File: src/rtl/seg_scan_driver.sv
// Four-digit multiplexed seven-segment scanner with per-slot blanking gap.
// Optional build macro SEG_LEADZERO_BLANK_EN suppresses leading zeros on digits 3..1.
module seg_scan_driver #(
   parameter int unsigned SCAN_DIV = 50000,
   parameter int unsigned GAP_CYC  = 500
) (
   input  logic        clk,
   input  logic        rst,
   input  logic        load,
   input  logic [15:0] digits_in,
   input  logic [3:0]  dp_in,
   output logic [3:0]  an,
   output logic [6:0]  seg,
   output logic        dp,
   output logic        frame_done
);

   localparam logic [15:0] LP_CNT_LAST = 16'(SCAN_DIV - 1);
   localparam logic [15:0] LP_GAP_LAST = 16'(GAP_CYC - 1);

   localparam logic [0:0] ST_GAP = 1'b0;
   localparam logic [0:0] ST_ON  = 1'b1;

   logic [15:0] r_shadow;
   logic [3:0]  r_shadow_dp;
   logic [1:0]  r_idx;
   logic [15:0] r_cnt;
   logic [0:0]  r_state;
   logic [3:0]  r_an;
   logic [6:0]  r_seg;
   logic        r_dp;
   logic        r_frame_done;

   logic        w_cnt_wrap;
   logic [3:0]  w_nibble;
   logic [6:0]  w_seg_dec;
   logic [3:0]  w_an_on;
   logic        w_blank;

   assign w_cnt_wrap = (r_cnt == LP_CNT_LAST);
   assign w_nibble   = r_shadow[{r_idx, 2'b00} +: 4];
   assign w_an_on    = ~(4'b0001 << r_idx);

   always_comb begin
      w_seg_dec = 7'b1111111;
      case (w_nibble)
         4'd0:    w_seg_dec = 7'b1000000;
         4'd1:    w_seg_dec = 7'b1111001;
         4'd2:    w_seg_dec = 7'b0100100;
         4'd3:    w_seg_dec = 7'b0110000;
         4'd4:    w_seg_dec = 7'b0011001;
         4'd5:    w_seg_dec = 7'b0010010;
         4'd6:    w_seg_dec = 7'b0000010;
         4'd7:    w_seg_dec = 7'b1111000;
         4'd8:    w_seg_dec = 7'b0000000;
         4'd9:    w_seg_dec = 7'b0010000;
         default: w_seg_dec = 7'b1111111;
      endcase
   end

`ifdef SEG_LEADZERO_BLANK_EN
   // A digit is a leading zero when it and every more-significant nibble are zero.
   always_comb begin
      w_blank = 1'b0;
      case (r_idx)
         2'd3:    w_blank = (r_shadow[15:12] == 4'd0);
         2'd2:    w_blank = (r_shadow[15:8]  == 8'd0);
         2'd1:    w_blank = (r_shadow[15:4]  == 12'd0);
         default: w_blank = 1'b0;
      endcase
   end
`else
   assign w_blank = 1'b0;
`endif

   // Outputs are registered from the current counter phase, so the first cycle
   // of every slot always shows the GAP values.
   always_ff @(posedge clk) begin
      if (rst) begin
         r_shadow     <= '0;
         r_shadow_dp  <= '0;
         r_idx        <= '0;
         r_cnt        <= '0;
         r_state      <= ST_GAP;
         r_an         <= '1;
         r_seg        <= '1;
         r_dp         <= 1'b1;
         r_frame_done <= 1'b0;
      end else begin
         if (load) begin
            r_shadow    <= digits_in;
            r_shadow_dp <= dp_in;
         end

         r_cnt <= w_cnt_wrap ? '0 : r_cnt + 16'd1;
         if (w_cnt_wrap) begin
            r_idx <= r_idx + 2'd1;
         end

         if (w_cnt_wrap) begin
            r_state <= ST_GAP;
         end else if (r_cnt == LP_GAP_LAST) begin
            r_state <= ST_ON;
         end

         if (r_state == ST_ON) begin
            r_an  <= w_an_on;
            r_seg <= w_blank ? 7'b1111111 : w_seg_dec;
            r_dp  <= ~r_shadow_dp[r_idx];
         end else begin
            r_an  <= '1;
            r_seg <= '1;
            r_dp  <= 1'b1;
         end

         r_frame_done <= w_cnt_wrap && (r_idx == 2'd3);
      end
   end

   assign an         = r_an;
   assign seg        = r_seg;
   assign dp         = r_dp;
   assign frame_done = r_frame_done;

endmodule

File: config.mk
export PLATFORM = sky130hd
export DESIGN_NAME = seg_scan_driver
export DESIGN_NICKNAME = d
export VERILOG_FILES = /design/src/rtl/seg_scan_driver.sv
export SDC_FILE = /design/constraint.sdc
export NUM_CORES = 1
export LEC_CHECK = 0
export ABC_AREA = 1
export BUFFER_PORTS_ARGS = -buffer_cell sky130_fd_sc_hd__buf_2
export CAP_MARGIN = 0
export CORE_UTILIZATION = 50
export CTS_BUF_LIST = sky130_fd_sc_hd__clkbuf_4
export DETAILED_ROUTE_END_ITERATION = 8
export PLACE_DENSITY = 0.76
export SLEW_MARGIN = 20
export SYNTH_ARGS = -nofsm -noshare
export SYNTH_HDL_FRONTEND = slang
export SYNTH_SLANG_ARGS = --single-unit
File: constraint.sdc
create_clock -name clk -period 1.8 [get_ports clk]
set_input_delay 0.09 -clock clk [delete_from_list [all_inputs] [get_ports clk]]
set_output_delay 0.09 -clock clk [all_outputs]
set_load 0.05 [all_outputs]
==> metrics, run 1 <==
outcome=finished clean; Pre-antenna DRT Iters=7; Power Dens Cells=a little over 700 mW/mm2; vias per cell=4.940; CP Cell Sequence=buf_4 > nand3_1 > nand2_1 > inv_1 > ha_1 > nand3b_1 > nand3_1 > nand2_1; vias in the first global route=1874; pin count of the biggest net entering global routing=23; grt ovf=0; number of buffers added for setup after CTS=0; critical path class=flip-flop to flip-flop; routability congestion estimate=0.8479; Crit path max-delay family=simple AND/OR/NAND/NOR gates; DRC Markers=0; Worst-Margin Slew=607.7 ps; sequential fraction of the synthesis area=roughly 44%; clock root buffer=clkbuf_4; hpwl dp=~3200 um; Yosys warning count=0; critical path depth=8; most common cell after layout, fill and taps aside=nand2_1; Detail Route met3 WL=233 um; max-slew violations=0; clk buf depth=2; synthesized cell area=0.002376 mm2; Worst-path clk slew=roughly 150 ps; Synth Instances=324; die height=70.94 um; DR top layer=met4; WL/cell=11.00 um; die area=0.005032 mm2; crit path capture type=flip-flop; setup_tns=0 ps; CTS tree=built; CP Buf/Inv Count=2; TritonCTS buffer count=5; Buffers on Ports=35; global-route wire length before repair=8252 um; GRT Util Overall=20.72%; R2R Path Start=r_idx[1]; CP Launch Type=flip-flop; clk sinks=52; CP required=about 2100 ps; Final period util=89.17%; Final ANT Viol Nets=0; max incr delay on CP=470 ps; share of cells above drive strength 1=17.63%; met1 WL=2571 um; fmax=0.6231 GHz; FF-to-FF End=seg[6]; worst-case hold slack=slightly above 9 ps; Starting Density=53.10%; worst min path class=primary input to flip-flop; Critical Path AT=between 1500 and 2000 ps; Setup crit start=r_idx[1]; count of state elements after synthesis=52; Worst R2R Path Depth=8; Mean Syn Cell Area=7.333 um2; antenna violations before repair=0; num rows=24; Setup-failing EPs final=0; unrepaired setup endpoints after global routing=false; static leakage=1.186 nW; crit path capture=seg[6]; VDD IR max=460.4 uV; Max-Cap Viols=0; Synth cell types=24; Power Total=between 2 and 2.5 mW; DP Worst Slack=142.0 ps; area grow syn2layout=20.12%; routed wl met2=1896 um; vias=2134; Die Wd=between 70 and 80 um; Slew Limit Headroom=approximately three fifths; Hold Vio Cnt, Final=0; Nets=between 400 and 500; Clk Latency, worst-skew pair=370 ps; R2R Setup Slk=slightly below 200 ps; Post-Syn Nets=around 360; most frequent cells in the layout=nand2_1, nor2_1, dfxtp_1; CP max-delay cell=dfxtp_1; Antenna diodes=0; Crit Path Max Fanout=6; final wirelength=between 4000 and 5000 um; depth of the CTS H-tree=2; IO Pins=36; post-layout min period=1605 ps; clock skew=8.648 ps; total core area=0.004474 mm2; DRT iter0 DRCs=135; Worst Slack Setup Final=195.0 ps
==> logic make-up after synthesis <==
| logic type | Yosys count | synth area share [%] |
|---|---|---|
| adder cells (fa/ha/maj) | 10 | 5.266 |
| AO/OA/AOI/OAI | 42 | 9.321 |
| AND/OR/NAND/NOR | 179 | 33.02 |
| flip-flops | 52 | 43.81 |
| buffers and inverters | 36 | 6.740 |
| XOR/XNOR | 5 | 1.843 |
==> metrics by stage <==
| step | std cells | utilization, % | area [um2] |
|---|---|---|---|
| 3_5_place_dp | 405 | 57.72 | 2582 |
| 4_1_cts | 432 | 63.76 | 2853 |
| 5_1_grt | 432 | 63.79 | 2854 |
| 2_1_floorplan | 324 | - | 2376 |
| 3_3_place_gp | 405 | 57.72 | 2582 |
| 6_report | 432 | 63.79 | 2854 |
==> power by group <==
group	switching (mW)	total, mW	leakage, nW	internal [mW]
Clock	0.367	0.657	0.0412	0.290
Combinational	0.105	0.196	0.720	0.0911
Sequential	0.0207	1.21	0.426	1.19
Total	0.493	2.06	1.19	1.57
==> tightest hold or removal path, stage by stage <==
cell,delay [ps]
buf_2,80
o21ai_0,70
a21oi_1,100
==> synth_stat cells <==
cell | instances | area share, %
nand2_1 | 67 | 11
nor2_1 | 65 | 10
dfxtp_1 | 52 | 44
nand3_1 | 24 | 5.1
o21ai_0 | 24 | 5.1
inv_1 | 23 | 3.6
a21oi_1 | 17 | 3.6
ha_1 | 10 | 5.3
nand2_2 | 8 | 2.1
clkbuf_1 | 5 | 0.79
xor2_1 | 5 | 1.8
nand4_1 | 4 | 1.1
buf_6 | 3 | 1.4
inv_2 | 3 | 0.47
nand3b_1 | 3 | 0.95
nand2_4 | 2 | 0.95
nand3_2 | 2 | 0.84
a21oi_4 | 1 | 0.68
buf_1 | 1 | 0.16
inv_4 | 1 | 0.26
nor2_2 | 1 | 0.26
nor2_4 | 1 | 0.47
nor3_1 | 1 | 0.21
or2_2 | 1 | 0.26
==> registers in the layout, summed over array words and instances, names as in the netlist <==
signal	cells
frame_done	1
seg	7
r_shadow_dp	4
r_idx	2
r_shadow	16
r_cnt	16
r_state	1
an	4
dp	1
==> worst min-delay path by stage <==
stage	startpoint	slack [ps]	to	depth (start not counted)
after detailed placement	rst	310	r_idx[1]	2
after global routing	dp_in[2]	10	r_shadow_dp[2]	3
final	dp_in[0]	9	r_shadow_dp[0]	3
after floorplan	rst	160	r_idx[0]	1
after CTS	dp_in[0]	1	r_shadow_dp[0]	3
after global placement	rst	300	r_idx[1]	2
==> area by class of cell <==
class	instances	area (um2)
Clock buffer	5	37.54
Inverter	27	103.9
Sequential cell	52	1042
Multi-Input combinational cell	236	1175
Timing Repair Buffer	57	387.9
Tap cell	52	65.06
Clock inverter	3	42.54
Fill cell	385	1620
==> per-layer routing <==
metal / GRT usage (%) / vias to the layer above
li1: - / 1142
met1: 30.52 / 925
met2: 29.70 / 62
met3: 5.698 / 5
met4: 5.778 / 0
met5: 0 / -
==> repair_timing <==
action / CTS / global route
setup endpoints to repair: 0 / 2
endpoints found under the hold margin: 20 / 0
hold buffers: 19 / 0
resized for setup: 0 / 1
Note: power is estimated with default switching activity, not from simulation.
==> run 2, diff against run 1 <==
--- a/config.mk
+++ b/config.mk
@@ -8,11 +8,13 @@
 export ABC_AREA = 1
 export BUFFER_PORTS_ARGS = -buffer_cell sky130_fd_sc_hd__buf_2
 export CAP_MARGIN = 0
-export CORE_UTILIZATION = 50
+export CELL_PAD_IN_SITES_DETAIL_PLACEMENT = 0
+export CELL_PAD_IN_SITES_GLOBAL_PLACEMENT = 1
+export CORE_MARGIN = 8
+export CORE_UTILIZATION = 42
 export CTS_BUF_LIST = sky130_fd_sc_hd__clkbuf_4
 export DETAILED_ROUTE_END_ITERATION = 8
-export PLACE_DENSITY = 0.76
-export SLEW_MARGIN = 20
+export PLACE_DENSITY = 0.86
 export SYNTH_ARGS = -nofsm -noshare
 export SYNTH_HDL_FRONTEND = slang
 export SYNTH_SLANG_ARGS = --single-unit
==> run 2 against run 1 <==
Effect of this change:
- global-route usage is 7.6 points lower
- first-iteration DRC count is 5.9% higher
- clock power is 3.3% higher
- routed wire length is 12% higher
- maximum frequency is 2.5% higher
==> metrics, run 2 (synthesis results as in run 1) <==
R2R Setup Slk=230 ps; most frequent cells in the layout=nand2_1, nor2_1, dfxtp_1; Final ANT Viol Nets=0; num rows=27; Starting Density=43.42%; vias=2125; clock root buffer=clkbuf_4; clock skew=18.85 ps; Worst-Margin Slew=610.4 ps; Max-Cap Viols=0; Finished Cell Area=0.002900 mm2; clk sinks=52; share of cells above drive strength 1=between 15 and 20%; worst hold start=dp_in[0]; vias in the first global route=2000; grt ovf=0; WHS Path Cells=3; Nets=414; total core area=around 0.0055 mm2; CP required=2070 ps; post-layout min period=1566 ps; hpwl dp=roughly 3900 um; CP max-delay cell=dfxtp_1; max incr delay on CP=410 ps; final wirelength=5319 um; area grow syn2layout=22.06%; placed inst area=between 0.002 and 0.003 mm2; static leakage=1.195 nW; Power Dens Cells=719.4 mW/mm2; die area=0.008320 mm2; crit path capture type=flip-flop; Final Core Density=53.00%; Filler cells=556; DRT iter0 DRCs=143; Hold Vio Cnt, Final=0; pin count of the biggest net entering global routing=23; critical path class=flip-flop to flip-flop; Crit Path Max Fanout=7; Antenna diodes=0; global-route wire length before repair=9183 um; Clk Latency, worst-skew pair=380 ps; CP Cell Sequence=inv_2 > nand3_1 > nand2_1 > inv_1 > ha_1 > nand3b_1 > nand3_1 > nand2_1; Slew Limit Headroom=roughly three fifths; Buffers on Ports=35; worst-case hold slack=33.36 ps; GRT busiest layer=met2; CTS tree=built; depth of the CTS H-tree=2; Critical Path AT=around 1800 ps; FF-to-FF End=seg[6]; Die Wd=91.22 um; Worst-path clk slew=150 ps; worst min path class=primary input to flip-flop; IO Pins=36; GRT met2 Usage=about a fifth; CP Launch Type=flip-flop; DRC Markers=0; worst hold endpoint=r_shadow_dp[0]; unrepaired setup endpoints after global routing=false; M3 GR Usage=4.444%; Pre-antenna DRT Iters=4; Worst R2R Path Depth=8; Setup-failing EPs final=0; GR Layer Usage met1=17.28%; most common cell after layout, fill and taps aside=nand2_1; max-slew violations=0; number of buffers added for setup after CTS=0; outcome=finished clean; antenna violations before repair=0; Final period util=86.98%; routability congestion estimate=0.7983; clk buf depth=2; fmax=around 0.64 GHz; WL/cell=11.72 um; R2R Path Start=r_idx[1]; GRT Util Overall=13.14%; Crit path max-delay family=simple AND/OR/NAND/NOR gates; TritonCTS buffer count=5; vias per cell=roughly 4.7; CP Buf/Inv Count=2; setup_tns=0 ps; die height=91.22 um; VDD IR max=437.9 uV
==> run 2: metal layers <==
layer / routed length [um] / up-vias
li1: - / 1144
met1: 2742 / 937
met2: 2224 / 40
met3: 308 / 4
met4: 44 / 0
met5: 0 / -
==> run 2: area by class of cell <==
| type | count | area [um2] | share of cell area, % |
|---|---|---|---|
| tap | 72 | 90.09 | 3.106 |
| clock inverter | 3 | 46.29 | 1.596 |
| clock buffer | 5 | 37.54 | 1.294 |
| timing repair buffer | 59 | 405.4 | 13.98 |
| inverter | 27 | 103.9 | 3.581 |
| multi-input combinational | 236 | 1175 | 40.51 |
| sequential | 52 | 1042 | 35.94 |
==> run 2: how the worst max path moves through the flow <==
stage,start,to,slack (ps),cells after the start
floorplan,r_idx[0],seg[5],270,11
global placement,r_idx[0],seg[5],280,9
detailed placement,r_idx[0],seg[5],160,9
CTS,r_idx[0],seg[5],140,9
global route,r_idx[1],seg[5],90,8
finish,r_idx[1],seg[6],230,8
==> run 2: metrics by stage <==
step | setup slack, ps | std cells | power [mW]
3_3_place_gp | 278.0 | 426 | 1.394
4_1_cts | 138.7 | 454 | 2.105
2_1_floorplan | 272.1 | 324 | 1.343
6_report | 234.4 | 454 | 2.086
5_1_grt | 85.06 | 454 | 2.193
3_5_place_dp | 158.9 | 426 | 1.397
==> run 2: repair_timing <==
item | in CTS | in global routing
hold buffers | 20 | 0
setup endpoints to repair | 0 | 2
endpoints found under the hold margin | 21 | 0
resized for setup | 0 | 1
==> run 2: report_power, final <==
part | total (mW) | internal, mW | leakage (nW) | switching [mW]
clock network | 0.679 | 0.297 | 0.0418 | 0.382
registers | 1.21 | 1.19 | 0.426 | 0.0215
logic | 0.198 | 0.0925 | 0.728 | 0.105
total | 2.09 | 1.58 | 1.20 | 0.508
==> run 2: tightest hold or removal path: cells and delay by family <==
kind | cells | cell delay, ps
buffers and inverters | 1 | 70
AO/OA/AOI/OAI | 2 | 200
==> run 3, diff against run 2 <==
--- a/config.mk
+++ b/config.mk
@@ -10,11 +10,14 @@
 export CAP_MARGIN = 0
 export CELL_PAD_IN_SITES_DETAIL_PLACEMENT = 0
 export CELL_PAD_IN_SITES_GLOBAL_PLACEMENT = 1
+export CORE_ASPECT_RATIO = 0.75
 export CORE_MARGIN = 8
 export CORE_UTILIZATION = 42
 export CTS_BUF_LIST = sky130_fd_sc_hd__clkbuf_4
 export DETAILED_ROUTE_END_ITERATION = 8
 export PLACE_DENSITY = 0.86
+export SLEW_MARGIN = 30
 export SYNTH_ARGS = -nofsm -noshare
 export SYNTH_HDL_FRONTEND = slang
 export SYNTH_SLANG_ARGS = --single-unit
+export TNS_END_PERCENT = 20
==> run 3 against run 2 <==
Effect of this change:
- power shrank 1.5%
- maximum frequency is 3.9% lower
- hold slack improved by 8.3 ps
- cell area shrank 0.26%
- via count grew 0.24%
- non-clock buffer count down 1
- register-to-register slack worse by 60 ps
- worst setup slack got worse by 64 ps
- flip-flop and latch count unchanged
- first-iteration DRC count grew 11%
- critical path type unchanged
==> metrics, run 3 (synthesis results as in run 1) <==
outcome=finished clean; most common cell after layout, fill and taps aside=nand2_1; DRC Markers=0; num rows=23; grt ovf=0; GRT Util Overall=a little over an eighth; total core area=0.005410 mm2; antenna violations before repair=0; routability congestion estimate=0.8201; Pre-antenna DRT Iters=4; WHS Path Cells=3; depth of the CTS H-tree=2; vias=2130; max-slew violations=0; Power Total=2.056 mW; hpwl dp=3981 um; Buffers on Ports=35; Die Wd=102.9 um; clk buf depth=2; Final period util=90.53%; Final ANT Viol Nets=0; DRT iter0 DRCs=around 160; most frequent cells in the layout=nand2_1, nor2_1, dfxtp_1; critical path class=flip-flop to flip-flop; Max-Cap Viols=0; WL/cell=approximately 12 um; Power Dens Cells=710.6 mW/mm2; global-route wire length before repair=8963 um; worst min path class=primary input to flip-flop; vias per cell=4.671; area of the multi-input gates=0.001175 mm2; Hold Vio Cnt, Final=0; GRT met2 Usage=between 10% and 20%; Worst-Margin Slew=637.6 ps; Filler cells=560; vias in the first global route=1869; post-layout min period=between 1500 and 2000 ps; final wirelength=5406 um; CP required=a little over 2000 ps; setup_tns=0 ps; crit path capture type=flip-flop; Worst R2R Path Depth=9; M3 GR Usage=3.672%; CP Launch Type=flip-flop; Sequential Area=0.001042 mm2; pin count of the biggest net entering global routing=23; Antenna diodes=0; die height=roughly 81 um; VDD IR max=342.9 uV; Nets=between 400 and 500; Slew Limit Headroom=57.45%; Clk Latency, worst-skew pair=between 300 and 400 ps; area grow syn2layout=21.75%; GRT busiest layer=met1; clock skew=14.53 ps; Crit Path Max Fanout=15; TritonCTS buffer count=5; clk sinks=52; Critical Path AT=approximately 1900 ps; CTS tree=built; Worst-path clk slew=150 ps; R2R Setup Slk=between 150 and 200 ps; share of cells above drive strength 1=between 15 and 20%; fmax=0.6137 GHz; die area=0.008345 mm2; unrepaired setup endpoints after global routing=false; IO Pins=36; GR Layer Usage met1=21.23%; Worst Slack Setup Final=between 150 and 200 ps; DP Worst Slack=77.62 ps; Setup-failing EPs final=0; Starting Density=between 40% and 50%; static leakage=1.191 nW; clock root buffer=clkbuf_4
-- run 3: changes by cell type in the layout (fill, tap and decap cells not counted) --
cell | before | now
inv_6 | 1 | 0
clkinv_2 | 0 | 1
buf_4 | 4 | 3
-- run 3: worst max-delay path, cell delays in order (launching register included) --
cell	delay [ps]
dfxtp_2	450
inv_4	110
nand2_1	70
nand3_1	70
nand2_1	190
inv_1	110
ha_1	200
nand3b_1	160
nand3_1	90
nand2_1	50
-- run 3: layer usage --
layer,vias up,routed length [um]
li1,1147,-
met1,927,2912
met2,51,2115
met3,5,339
met4,0,39
met5,-,0
-- run 3: worst paths after layout --
kind | endpoint | from
hold / removal | r_shadow_dp[2] | dp_in[2]
setup reg to reg | seg[5] | r_idx[0]
setup / recovery | seg[5] | r_idx[0]
hold reg to reg | r_cnt[0] | r_cnt[0]
-- run 3: stage by stage --
| stage | cells | instance area [um2] | util, % | hold slack [ps] |
|---|---|---|---|---|
| 2_1_floorplan | 324 | 2376 | - | 159.1 |
| 3_3_place_gp | 428 | 2611 | 48.27 | 305.7 |
| 3_5_place_dp | 428 | 2611 | 48.27 | 314.4 |
| 4_1_cts | 455 | 2882 | 53.26 | 3.169 |
| 5_1_grt | 456 | 2893 | 53.47 | 30.64 |
| 6_report | 456 | 2893 | 53.47 | 41.66 |
-- run 3: repair_timing --
item	CTS	global route
gates resized for setup	0	1
hold buffers	19	1
setup endpoints to repair	0	5
setup buffers	0	0
endpoints found under the hold margin	20	1
-- run 3: area by class of cell --
type | instances | share of cell area (%)
repair buffers | 58 | 13.75
clock buffers | 5 | 1.298
inverters | 27 | 3.590
clock inverters | 3 | 1.471
multi-input cells | 236 | 40.61
flip-flops and latches | 52 | 36.03
well taps | 75 | 3.244
-- run 3: power by group --
group          switching (mW)  internal (mW)
registers              0.0199           1.19
clock network           0.360          0.290
logic                   0.106         0.0924
total                   0.485           1.57
